<file path="src/rtl/muldiv_sequencer_pkg.sv">
// Shared pipeline types and helpers for the RV64M multiply/divide sequencer.
// Decode/hazard logic reuses is_md() to know which instructions may stall.
package muldiv_sequencer_pkg;

    localparam int XLEN     = 64;
    localparam int MD_ITERS = 64;

    typedef logic [XLEN-1:0] word_t;

    typedef enum logic [4:0] {
        ALU_ADD   = 5'd0,
        ALU_SUB   = 5'd1,
        ALU_AND   = 5'd2,
        ALU_OR    = 5'd3,
        ALU_XOR   = 5'd4,
        ALU_SLL   = 5'd5,
        ALU_SRL   = 5'd6,
        ALU_SRA   = 5'd7,
        ALU_SLT   = 5'd8,
        ALU_SLTU  = 5'd9,
        ALU_MUL   = 5'd16,
        ALU_DIV   = 5'd17,
        ALU_REM   = 5'd18,
        ALU_DIVU  = 5'd19,
        ALU_REMU  = 5'd20,
        ALU_MULW  = 5'd21,
        ALU_DIVW  = 5'd22,
        ALU_REMW  = 5'd23,
        ALU_DIVUW = 5'd24,
        ALU_REMUW = 5'd25
    } alufunc_t;

    typedef enum logic [1:0] {
        MD_IDLE = 2'd0,
        MD_BUSY = 2'd1,
        MD_DONE = 2'd2
    } md_state_t;

    localparam word_t MIN64     = 64'h8000_0000_0000_0000;
    localparam word_t MIN32_EXT = 64'hFFFF_FFFF_8000_0000;
    localparam word_t ALL_ONES  = 64'hFFFF_FFFF_FFFF_FFFF;

    function automatic logic is_md(input alufunc_t f);
        case (f)
            ALU_MUL, ALU_DIV, ALU_REM, ALU_DIVU, ALU_REMU,
            ALU_MULW, ALU_DIVW, ALU_REMW, ALU_DIVUW, ALU_REMUW: return 1'b1;
            default: return 1'b0;
        endcase
    endfunction

    function automatic logic is_mul_op(input alufunc_t f);
        case (f)
            ALU_MUL, ALU_MULW: return 1'b1;
            default: return 1'b0;
        endcase
    endfunction

    function automatic logic is_rem_op(input alufunc_t f);
        case (f)
            ALU_REM, ALU_REMU, ALU_REMW, ALU_REMUW: return 1'b1;
            default: return 1'b0;
        endcase
    endfunction

    function automatic logic is_w_op(input alufunc_t f);
        case (f)
            ALU_MULW, ALU_DIVW, ALU_REMW, ALU_DIVUW, ALU_REMUW: return 1'b1;
            default: return 1'b0;
        endcase
    endfunction

    function automatic logic is_signed_div(input alufunc_t f);
        case (f)
            ALU_DIV, ALU_REM, ALU_DIVW, ALU_REMW: return 1'b1;
            default: return 1'b0;
        endcase
    endfunction

    function automatic logic is_unsigned_w(input alufunc_t f);
        case (f)
            ALU_DIVUW, ALU_REMUW: return 1'b1;
            default: return 1'b0;
        endcase
    endfunction

    // W ops work on [31:0]; unsigned W divides zero-extend, all other W ops sign-extend.
    function automatic word_t prep_operand(input alufunc_t f, input word_t v);
        word_t r;
        if (is_unsigned_w(f)) begin
            r = {32'd0, v[31:0]};
        end else if (is_w_op(f)) begin
            r = {{32{v[31]}}, v[31:0]};
        end else begin
            r = v;
        end
        return r;
    endfunction

    function automatic word_t w_ext(input logic w, input word_t v);
        word_t r;
        if (w) begin
            r = {{32{v[31]}}, v[31:0]};
        end else begin
            r = v;
        end
        return r;
    endfunction

endpackage

</file>
<file path="src/rtl/muldiv_datapath.sv">
// Operand registers, shift-add / restoring-divide iteration, sign fix-up and W extension.
// The final result is registered on the same edge as the last iteration.
module muldiv_datapath
    import muldiv_sequencer_pkg::*;
(
    input  logic     clk,
    input  logic     reset,
    input  logic     start,
    input  logic     step,
    input  logic     last,
    input  logic     load_special,
    input  alufunc_t func,
    input  word_t    opa,
    input  word_t    opb,
    input  word_t    special_value,
    output word_t    result
);

    // opa_r: multiplier (shifts right) or dividend/quotient (shifts left)
    // opb_r: multiplicand (shifts left) or divisor; acc_r: product or partial remainder
    word_t      opa_r;
    word_t      opb_r;
    word_t      acc_r;
    logic       is_mul_r;
    logic       is_rem_r;
    logic       is_w_r;
    logic       neg_q_r;
    logic       neg_r_r;
    word_t      result_r;

    logic       sgn_s;
    word_t      abs_a_s;
    word_t      abs_b_s;
    logic [64:0] rem_sh_s;
    logic [64:0] diff_s;
    word_t      nxt_opa_s;
    word_t      nxt_opb_s;
    word_t      nxt_acc_s;
    word_t      quo_s;
    word_t      rem_s;
    word_t      raw_s;
    word_t      final_s;

    // Absolute values for signed divides; multiplies and unsigned ops pass through
    always_comb begin
        sgn_s = is_signed_div(func);
        if (sgn_s && opa[63]) begin
            abs_a_s = ~opa + 64'd1;
        end else begin
            abs_a_s = opa;
        end
        if (sgn_s && opb[63]) begin
            abs_b_s = ~opb + 64'd1;
        end else begin
            abs_b_s = opb;
        end
    end

    // One iteration: conditional add for multiply, subtract-compare for divide
    always_comb begin
        nxt_opa_s = opa_r;
        nxt_opb_s = opb_r;
        nxt_acc_s = acc_r;
        rem_sh_s  = {acc_r, opa_r[63]};
        diff_s    = rem_sh_s - {1'b0, opb_r};
        if (is_mul_r) begin
            nxt_acc_s = acc_r + (opa_r[0] ? opb_r : 64'd0);
            nxt_opa_s = {1'b0, opa_r[63:1]};
            nxt_opb_s = {opb_r[62:0], 1'b0};
        end else if (rem_sh_s >= {1'b0, opb_r}) begin
            nxt_acc_s = diff_s[63:0];
            nxt_opa_s = {opa_r[62:0], 1'b1};
        end else begin
            nxt_acc_s = rem_sh_s[63:0];
            nxt_opa_s = {opa_r[62:0], 1'b0};
        end
    end

    // Sign fix-up and W extension of the post-iteration values
    always_comb begin
        if (neg_q_r) begin
            quo_s = ~nxt_opa_s + 64'd1;
        end else begin
            quo_s = nxt_opa_s;
        end
        if (neg_r_r) begin
            rem_s = ~nxt_acc_s + 64'd1;
        end else begin
            rem_s = nxt_acc_s;
        end
        if (is_mul_r) begin
            raw_s = nxt_acc_s;
        end else if (is_rem_r) begin
            raw_s = rem_s;
        end else begin
            raw_s = quo_s;
        end
        final_s = w_ext(is_w_r, raw_s);
    end

    // Operand latch, iteration state and result register
    always_ff @(posedge clk) begin
        if (reset) begin
            opa_r    <= 64'd0;
            opb_r    <= 64'd0;
            acc_r    <= 64'd0;
            is_mul_r <= 1'b0;
            is_rem_r <= 1'b0;
            is_w_r   <= 1'b0;
            neg_q_r  <= 1'b0;
            neg_r_r  <= 1'b0;
            result_r <= 64'd0;
        end else begin
            if (start) begin
                opa_r    <= abs_a_s;
                opb_r    <= abs_b_s;
                acc_r    <= 64'd0;
                is_mul_r <= is_mul_op(func);
                is_rem_r <= is_rem_op(func);
                is_w_r   <= is_w_op(func);
                neg_q_r  <= sgn_s & (opa[63] ^ opb[63]);
                neg_r_r  <= sgn_s & opa[63];
            end else if (step) begin
                opa_r <= nxt_opa_s;
                opb_r <= nxt_opb_s;
                acc_r <= nxt_acc_s;
            end
            if (load_special) begin
                result_r <= special_value;
            end else if (step && last) begin
                result_r <= final_s;
            end
        end
    end

    assign result = result_r;

endmodule

</file>
<file path="src/rtl/muldiv_sequencer.sv">
// Multi-cycle RV64M sequencer: FSM, iteration counter, special-case detection, stall/done.
// Divide-by-zero and signed overflow bypass the iterations and finish one cycle after accept.
module muldiv_sequencer
    import muldiv_sequencer_pkg::*;
#(
    parameter int ITERS = MD_ITERS
) (
    input  logic     clk,
    input  logic     reset,
    input  logic     valid_i,
    input  alufunc_t func,
    input  word_t    a,
    input  word_t    b,
    input  logic     flush,
    output logic     stall,
    output logic     done,
    output word_t    result
);

    localparam int CNT_W = $clog2(ITERS);

    md_state_t        state_r;
    md_state_t        state_nxt_s;
    logic [CNT_W-1:0] cnt_r;
    logic             done_r;

    logic  req_s;
    logic  div_zero_s;
    logic  ovf_s;
    logic  special_s;
    logic  start_s;
    logic  load_special_s;
    logic  step_s;
    logic  last_s;
    word_t opa_s;
    word_t opb_s;
    word_t special_raw_s;
    word_t special_value_s;

    // Operand preparation and special-case detection on the request
    always_comb begin
        req_s      = valid_i & is_md(func);
        opa_s      = prep_operand(func, a);
        opb_s      = prep_operand(func, b);
        div_zero_s = req_s & ~is_mul_op(func) & (opb_s == 64'd0);
        if (is_w_op(func)) begin
            ovf_s = is_signed_div(func) & (opa_s == MIN32_EXT) & (opb_s == ALL_ONES);
        end else begin
            ovf_s = is_signed_div(func) & (opa_s == MIN64) & (opb_s == ALL_ONES);
        end
        special_s = div_zero_s | ovf_s;
        if (is_rem_op(func)) begin
            special_raw_s = ovf_s ? 64'd0 : opa_s;
        end else begin
            special_raw_s = div_zero_s ? ALL_ONES : opa_s;
        end
        special_value_s = w_ext(is_w_op(func), special_raw_s);
    end

    // State, counter and done registers
    always_ff @(posedge clk) begin
        if (reset) begin
            state_r <= MD_IDLE;
            cnt_r   <= {CNT_W{1'b0}};
            done_r  <= 1'b0;
        end else begin
            state_r <= state_nxt_s;
            done_r  <= (state_nxt_s == MD_DONE);
            if (start_s) begin
                cnt_r <= {CNT_W{1'b0}};
            end else if (step_s) begin
                cnt_r <= cnt_r + {{(CNT_W-1){1'b0}}, 1'b1};
            end
        end
    end

    // Next-state: flush overrides everything, DONE never re-accepts
    always_comb begin
        state_nxt_s = state_r;
        if (flush) begin
            state_nxt_s = MD_IDLE;
        end else begin
            case (state_r)
                MD_IDLE: begin
                    if (req_s) begin
                        state_nxt_s = special_s ? MD_DONE : MD_BUSY;
                    end else begin
                        state_nxt_s = MD_IDLE;
                    end
                end
                MD_BUSY: begin
                    if (last_s) begin
                        state_nxt_s = MD_DONE;
                    end else begin
                        state_nxt_s = MD_BUSY;
                    end
                end
                MD_DONE: state_nxt_s = MD_IDLE;
                default: state_nxt_s = MD_IDLE;
            endcase
        end
    end

    // Datapath controls decoded from the current state
    always_comb begin
        start_s        = 1'b0;
        load_special_s = 1'b0;
        step_s         = 1'b0;
        last_s         = 1'b0;
        case (state_r)
            MD_IDLE: begin
                start_s        = req_s & ~flush & ~special_s;
                load_special_s = req_s & ~flush & special_s;
            end
            MD_BUSY: begin
                step_s = ~flush;
                last_s = (cnt_r == CNT_W'(ITERS - 1));
            end
            MD_DONE: begin
                step_s = 1'b0;
            end
            default: begin
                step_s = 1'b0;
            end
        endcase
    end

    muldiv_datapath u_datapath (
        .clk           (clk),
        .reset         (reset),
        .start         (start_s),
        .step          (step_s),
        .last          (last_s),
        .load_special  (load_special_s),
        .func          (func),
        .opa           (opa_s),
        .opb           (opb_s),
        .special_value (special_value_s),
        .result        (result)
    );

    assign stall = valid_i & is_md(func) & ~done_r;
    assign done  = done_r;

endmodule
</file>
<file path="config.mk">
export PLATFORM = sky130hd
export DESIGN_NAME = muldiv_sequencer
export DESIGN_NICKNAME = d
export VERILOG_FILES = /design/src/rtl/muldiv_sequencer_pkg.sv /design/src/rtl/muldiv_datapath.sv /design/src/rtl/muldiv_sequencer.sv
export SDC_FILE = /design/constraint.sdc
export NUM_CORES = 2
export LEC_CHECK = 0
export CAP_MARGIN = 20
export CORE_MARGIN = 2
export CORE_UTILIZATION = 35
export CTS_CLUSTER_SIZE = 20
export DETAILED_ROUTE_END_ITERATION = 6
export SLEW_MARGIN = 15
export SYNTH_ARGS = -nofsm -noshare
export SYNTH_HDL_FRONTEND = slang
export SYNTH_SLANG_ARGS = --single-unit
</file>
<file path="constraint.sdc">
create_clock -name clk -period 7.6 [get_ports clk]
set_input_delay 1.14 -clock clk [delete_from_list [all_inputs] [get_ports clk]]
set_output_delay 1.14 -clock clk [all_outputs]
set_load 0.02 [all_outputs]
</file>
==> flow_summary.html <==
<table>
<tr><th>Metric</th><th>Value</th></tr>
<tr><th colspan="2">Worst hold path</th></tr>
<tr><td>End point of the most critical hold path</td><td>u_datapath.result[43]</td></tr>
<tr><td>Min-Delay Path Depth</td><td>2</td></tr>
<tr><td>Hold path start</td><td>u_datapath.result[43]</td></tr>
<tr><td>Classification of the worst-slack hold path</td><td>flop to flop</td></tr>
<tr><th colspan="2">Clocking</th></tr>
<tr><td>Clk Tree Root Cell</td><td>sky130_fd_sc_hd__clkbuf_16</td></tr>
<tr><td>Post CTS Setup Buffer Count</td><td>0</td></tr>
<tr><td># resized after CTS</td><td>0</td></tr>
<tr><td>Hold-fix buffers, CTS</td><td>0</td></tr>
<tr><td>Maximum clock insertion buffer count</td><td>3</td></tr>
<tr><td>Clk sink count</td><td>270</td></tr>
<tr><td>CTS Buf Count</td><td>37</td></tr>
<tr><td>Clock latency at the later pin of the worst-skew pair</td><td>slightly below 0.6 ns</td></tr>
<tr><td>TritonCTS clock tree</td><td>yes</td></tr>
<tr><td>Clock-pin slew on the worst setup and hold paths</td><td>0.06 ns</td></tr>
<tr><td>CTS HTree Levels</td><td>2</td></tr>
<tr><th colspan="2">Floorplan</th></tr>
<tr><td># IOs</td><td>203</td></tr>
<tr><td>Area enclosed by the die boundary</td><td>89760 sq um</td></tr>
<tr><td>Initial cell density of the core</td><td>between 30% and 40%</td></tr>
<tr><td>Core footprint</td><td>about 87000 sq um</td></tr>
<tr><td>Row cnt</td><td>108</td></tr>
<tr><td>Die H</td><td>299.6 um</td></tr>
<tr><td>Die width</td><td>roughly 300 um</td></tr>
<tr><th colspan="2">STA</th></tr>
<tr><td>Slew Limit Headroom</td><td>roughly 13%</td></tr>
<tr><td>Worst-Margin Slew</td><td>around 1.3 ns</td></tr>
<tr><td>RSZ-0062 raised after global routing</td><td>false</td></tr>
<tr><td>Minimum period implied by the final worst setup slack</td><td>7.058 ns</td></tr>
<tr><td>Final-report hold violation count</td><td>0</td></tr>
<tr><td>FMAX</td><td>141.7 MHz</td></tr>
<tr><td>Clock Skews</td><td>0.02638 ns</td></tr>
<tr><td>Finish-stage setup viols</td><td>0</td></tr>
<tr><td>Post-route fraction of the period consumed by the critical path</td><td>92.86%</td></tr>
<tr><td>Final-layout setup total negative slack</td><td>0 ns</td></tr>
<tr><td>Final Max Slew Viols</td><td>0</td></tr>
<tr><th colspan="2">Final layout</th></tr>
<tr><td>Number of diodes added for antenna fixing</td><td>0</td></tr>
<tr><td>Layout fillers</td><td>9108</td></tr>
<tr><td>Net count reported at finish</td><td>4743</td></tr>
<tr><td>Share of layout cells above drive strength 1</td><td>6.044%</td></tr>
<tr><td>Number of standard cells in the layout, taps in and fillers out</td><td>5655</td></tr>
<tr><td>Final standard cell utilization of the core</td><td>between 40% and 50%</td></tr>
<tr><td>Synth-to-Final Area Change</td><td>14.52%</td></tr>
<tr><th colspan="2">Status</th></tr>
<tr><td>Result of the run</td><td>complete, no violations</td></tr>
<tr><th colspan="2">Synth</th></tr>
<tr><td>Post-synthesis cell count</td><td>4446</td></tr>
<tr><td>Count of distinct cell types in the synthesized netlist</td><td>110</td></tr>
<tr><td>Cell with the most instances after synthesis</td><td>sky130_fd_sc_hd__nand2_1</td></tr>
<tr><td>Biggest area consumer among synthesized cells</td><td>sky130_fd_sc_hd__dfxtp_1</td></tr>
<tr><td>Syn Area/Cell</td><td>slightly below 7 sq um</td></tr>
<tr><td>EDFF count, synth</td><td>0</td></tr>
<tr><td>Yosys synthesis warning count</td><td>0</td></tr>
<tr><td>Flip-flop cell with the highest count after synthesis</td><td>sky130_fd_sc_hd__dfxtp_1</td></tr>
<tr><td>Synthesized area</td><td>~31000 sq um</td></tr>
<tr><td>Number of nets produced by synthesis</td><td>4718</td></tr>
<tr><td>Sequential-to-total area share from yosys stat</td><td>17.67%</td></tr>
<tr><td>Commonest cells post-synth</td><td>sky130_fd_sc_hd__nand2_1, sky130_fd_sc_hd__nor2_1, sky130_fd_sc_hd__a21oi_1, sky130_fd_sc_hd__o21ai_0, sky130_fd_sc_hd__dfxtp_1</td></tr>
<tr><td>Fraction of registers with async set or reset after synthesis</td><td>0%</td></tr>
<tr><td>Total of flip-flops plus latches after synthesis</td><td>270</td></tr>
<tr><td>Synth top area cells</td><td>sky130_fd_sc_hd__dfxtp_1, sky130_fd_sc_hd__a21oi_1, sky130_fd_sc_hd__nand2_1</td></tr>
<tr><td>Share of Yosys cell area claimed by the top area cell type</td><td>17.67%</td></tr>
<tr><th colspan="2">Place</th></tr>
<tr><td>Final weighted congestion in routability-driven placement</td><td>between 1 and 1.5</td></tr>
<tr><td>HPWL Detailed</td><td>118200 um</td></tr>
<tr><td>Post-Place Cells</td><td>5587</td></tr>
<tr><td>Total of buffers placed on input and output ports</td><td>202</td></tr>
<tr><th colspan="2">Worst setup path</th></tr>
<tr><td>Cell depth of the worst flop-to-flop path</td><td>26</td></tr>
<tr><td>Data arrival time of the critical path</td><td>7.49 ns</td></tr>
<tr><td>Slack of the worst reg-to-reg path</td><td>0.54 ns</td></tr>
<tr><td>Crit Reg-Reg Startpoint</td><td>u_datapath.opb_r[4]</td></tr>
<tr><td>Sort of element at the end of the critical path</td><td>flop</td></tr>
<tr><td>Buf+Inv Stages, Crit Path</td><td>3</td></tr>
<tr><td>Slowest cell on the critical path</td><td>sky130_fd_sc_hd__nor4b_1</td></tr>
<tr><td>Largest stage delay, worst path</td><td>0.61 ns</td></tr>
<tr><td>Startpoint class of the critical path</td><td>flop</td></tr>
<tr><td>Kind of critical path</td><td>flop to flop</td></tr>
<tr><td>Data required time of the worst path</td><td>8.04 ns</td></tr>
<tr><td>R2R Path End</td><td>u_datapath.result[62]</td></tr>
<tr><td>Kind of cell adding the most delay to the critical path</td><td>compound AO/OA/AOI/OAI gates</td></tr>
<tr><td>Worst-path fanout max</td><td>16</td></tr>
<tr><th colspan="2">Run</th></tr>
<tr><td>Max-cap violations</td><td>0</td></tr>
<tr><th colspan="2">Power</th></tr>
<tr><td>IR drop worst, VDD</td><td>121.6 uV</td></tr>
<tr><td>Power per cell area</td><td>160.5 nW/um^2</td></tr>
<tr><td>Pleak</td><td>about 13 nW</td></tr>
<tr><td>Total Power Consumption</td><td>5.621 mW</td></tr>
<tr><th colspan="2">Routing</th></tr>
<tr><td>Number of detailed-route iterations in the first pass</td><td>6</td></tr>
<tr><td>Via count</td><td>~36000</td></tr>
<tr><td>Post-route DRC</td><td>0</td></tr>
<tr><td>Post-route antenna net violation count</td><td>0</td></tr>
<tr><td>Total length of routed wires</td><td>151200 um</td></tr>
<tr><td>Via count normalized by instance count</td><td>6.392</td></tr>
<tr><td>Wire per inst</td><td>approximately 27 um</td></tr>
<tr><td>Violation count after the first detailed-route iteration</td><td>5096</td></tr>
<tr><th colspan="2">Global routing</th></tr>
<tr><td>Wire length of the first global-routing pass</td><td>between 200000 and 250000 um</td></tr>
<tr><td>Largest net degree at the start of global routing</td><td>124</td></tr>
<tr><td>Antenna violations before repair</td><td>4</td></tr>
<tr><td>Via count of the first global-routing pass</td><td>between 30000 and 40000</td></tr>
<tr><td>Final global-route overflow total</td><td>0</td></tr>
<tr><td>Overall routing resource usage</td><td>about a third</td></tr>
</table>
## registers in the layout, summed over array words and instances (netlist names), 2 cells and up
signal / count
cnt_r: 6
state_r: 2
u_datapath.acc_r: 64
u_datapath.opa_r: 64
u_datapath.opb_r: 64
u_datapath.result: 64
## layer usage
| metal | wire (um) | vias to the layer above | global-route usage [%] |
|---|---|---|---|
| li1 | - | 16450 | - |
| met1 | 64320 | 17170 | 45.34 |
| met2 | 63100 | 2186 | 48.09 |
| met3 | 17000 | 332 | 6.712 |
| met4 | 6774 | 8 | 12.60 |
| met5 | 53 | - | 0 |
## metrics by stage
step	worst slack, ns	hold slack, ns	cell area (sq um)
final	0.5425	0.4625	35030
after global routing	0.2456	0.4975	35030
after CTS	0.7213	0.4662	35030
after detailed placement	0.7465	0.4522	33680
after global placement	0.8367	0.4444	33680
after floorplan	1.614	0.4537	30580
## cells by family after synthesis
group	synth area share, %
buf+inv	5.752
simple gates	25.32
xor+xnor	9.078
fa+ha+maj	5.572
compound gates	33.77
flops	17.67
mux	2.835
## report_power, final
group          leakage (nW)  switching, mW  total (mW)  internal (mW)
Combinational          9.86           1.44        2.13          0.687
Sequential             2.19         0.0397        1.49           1.45
Clock                 0.642          0.778        2.01           1.23
## area by class of cell
cell class                      count  area, sq um  share of cell area [%]
Timing Repair Buffer              303         2856                   8.155
Tap cell                         1155         1445                   4.126
Multi-Input combinational cell   3732        23490                   67.05
Inverter                          127        476.7                   1.361
Clock inverter                     16        275.3                  0.7859
Sequential cell                   270         5413                   15.45
Clock buffer                       52         1075                   3.069
## worst max-delay path by stage
stage | from | endpoint | slack [ns] | cells after the start
floorplan | u_datapath.opb_r[1] | u_datapath.result[58] | 1.61 | 29
global placement | u_datapath.opb_r[4] | u_datapath.result[62] | 0.84 | 26
detailed placement | u_datapath.opb_r[4] | u_datapath.result[62] | 0.75 | 26
CTS | u_datapath.opb_r[4] | u_datapath.result[62] | 0.72 | 26
global route | u_datapath.opb_r[4] | u_datapath.result[62] | 0.25 | 26
finish | u_datapath.opb_r[4] | u_datapath.result[62] | 0.54 | 26
## worst min-delay path, cell delays in order, from the launching register on
cell and delay [ns]:
sky130_fd_sc_hd__dfxtp_1 0.33, sky130_fd_sc_hd__nand2_1 0.05, sky130_fd_sc_hd__o21ai_0 0.06
## cell usage in the layout, fill, tap and decap left out, types with 123 or more instances in the layout
| cell | n |
|---|---|
| sky130_fd_sc_hd__a211oi_1 | 214 |
| sky130_fd_sc_hd__a21oi_1 | 424 |
| sky130_fd_sc_hd__clkdlybuf4s50_1 | 201 |
| sky130_fd_sc_hd__dfxtp_1 | 266 |
| sky130_fd_sc_hd__ha_1 | 133 |
| sky130_fd_sc_hd__inv_1 | 124 |
| sky130_fd_sc_hd__nand2_1 | 489 |
| sky130_fd_sc_hd__nor2_1 | 464 |
| sky130_fd_sc_hd__nor3_1 | 123 |
| sky130_fd_sc_hd__o21ai_0 | 322 |
| sky130_fd_sc_hd__xnor2_1 | 188 |
| sky130_fd_sc_hd__xor2_1 | 129 |
No activity file was read; power rests on OpenSTA's default activity.
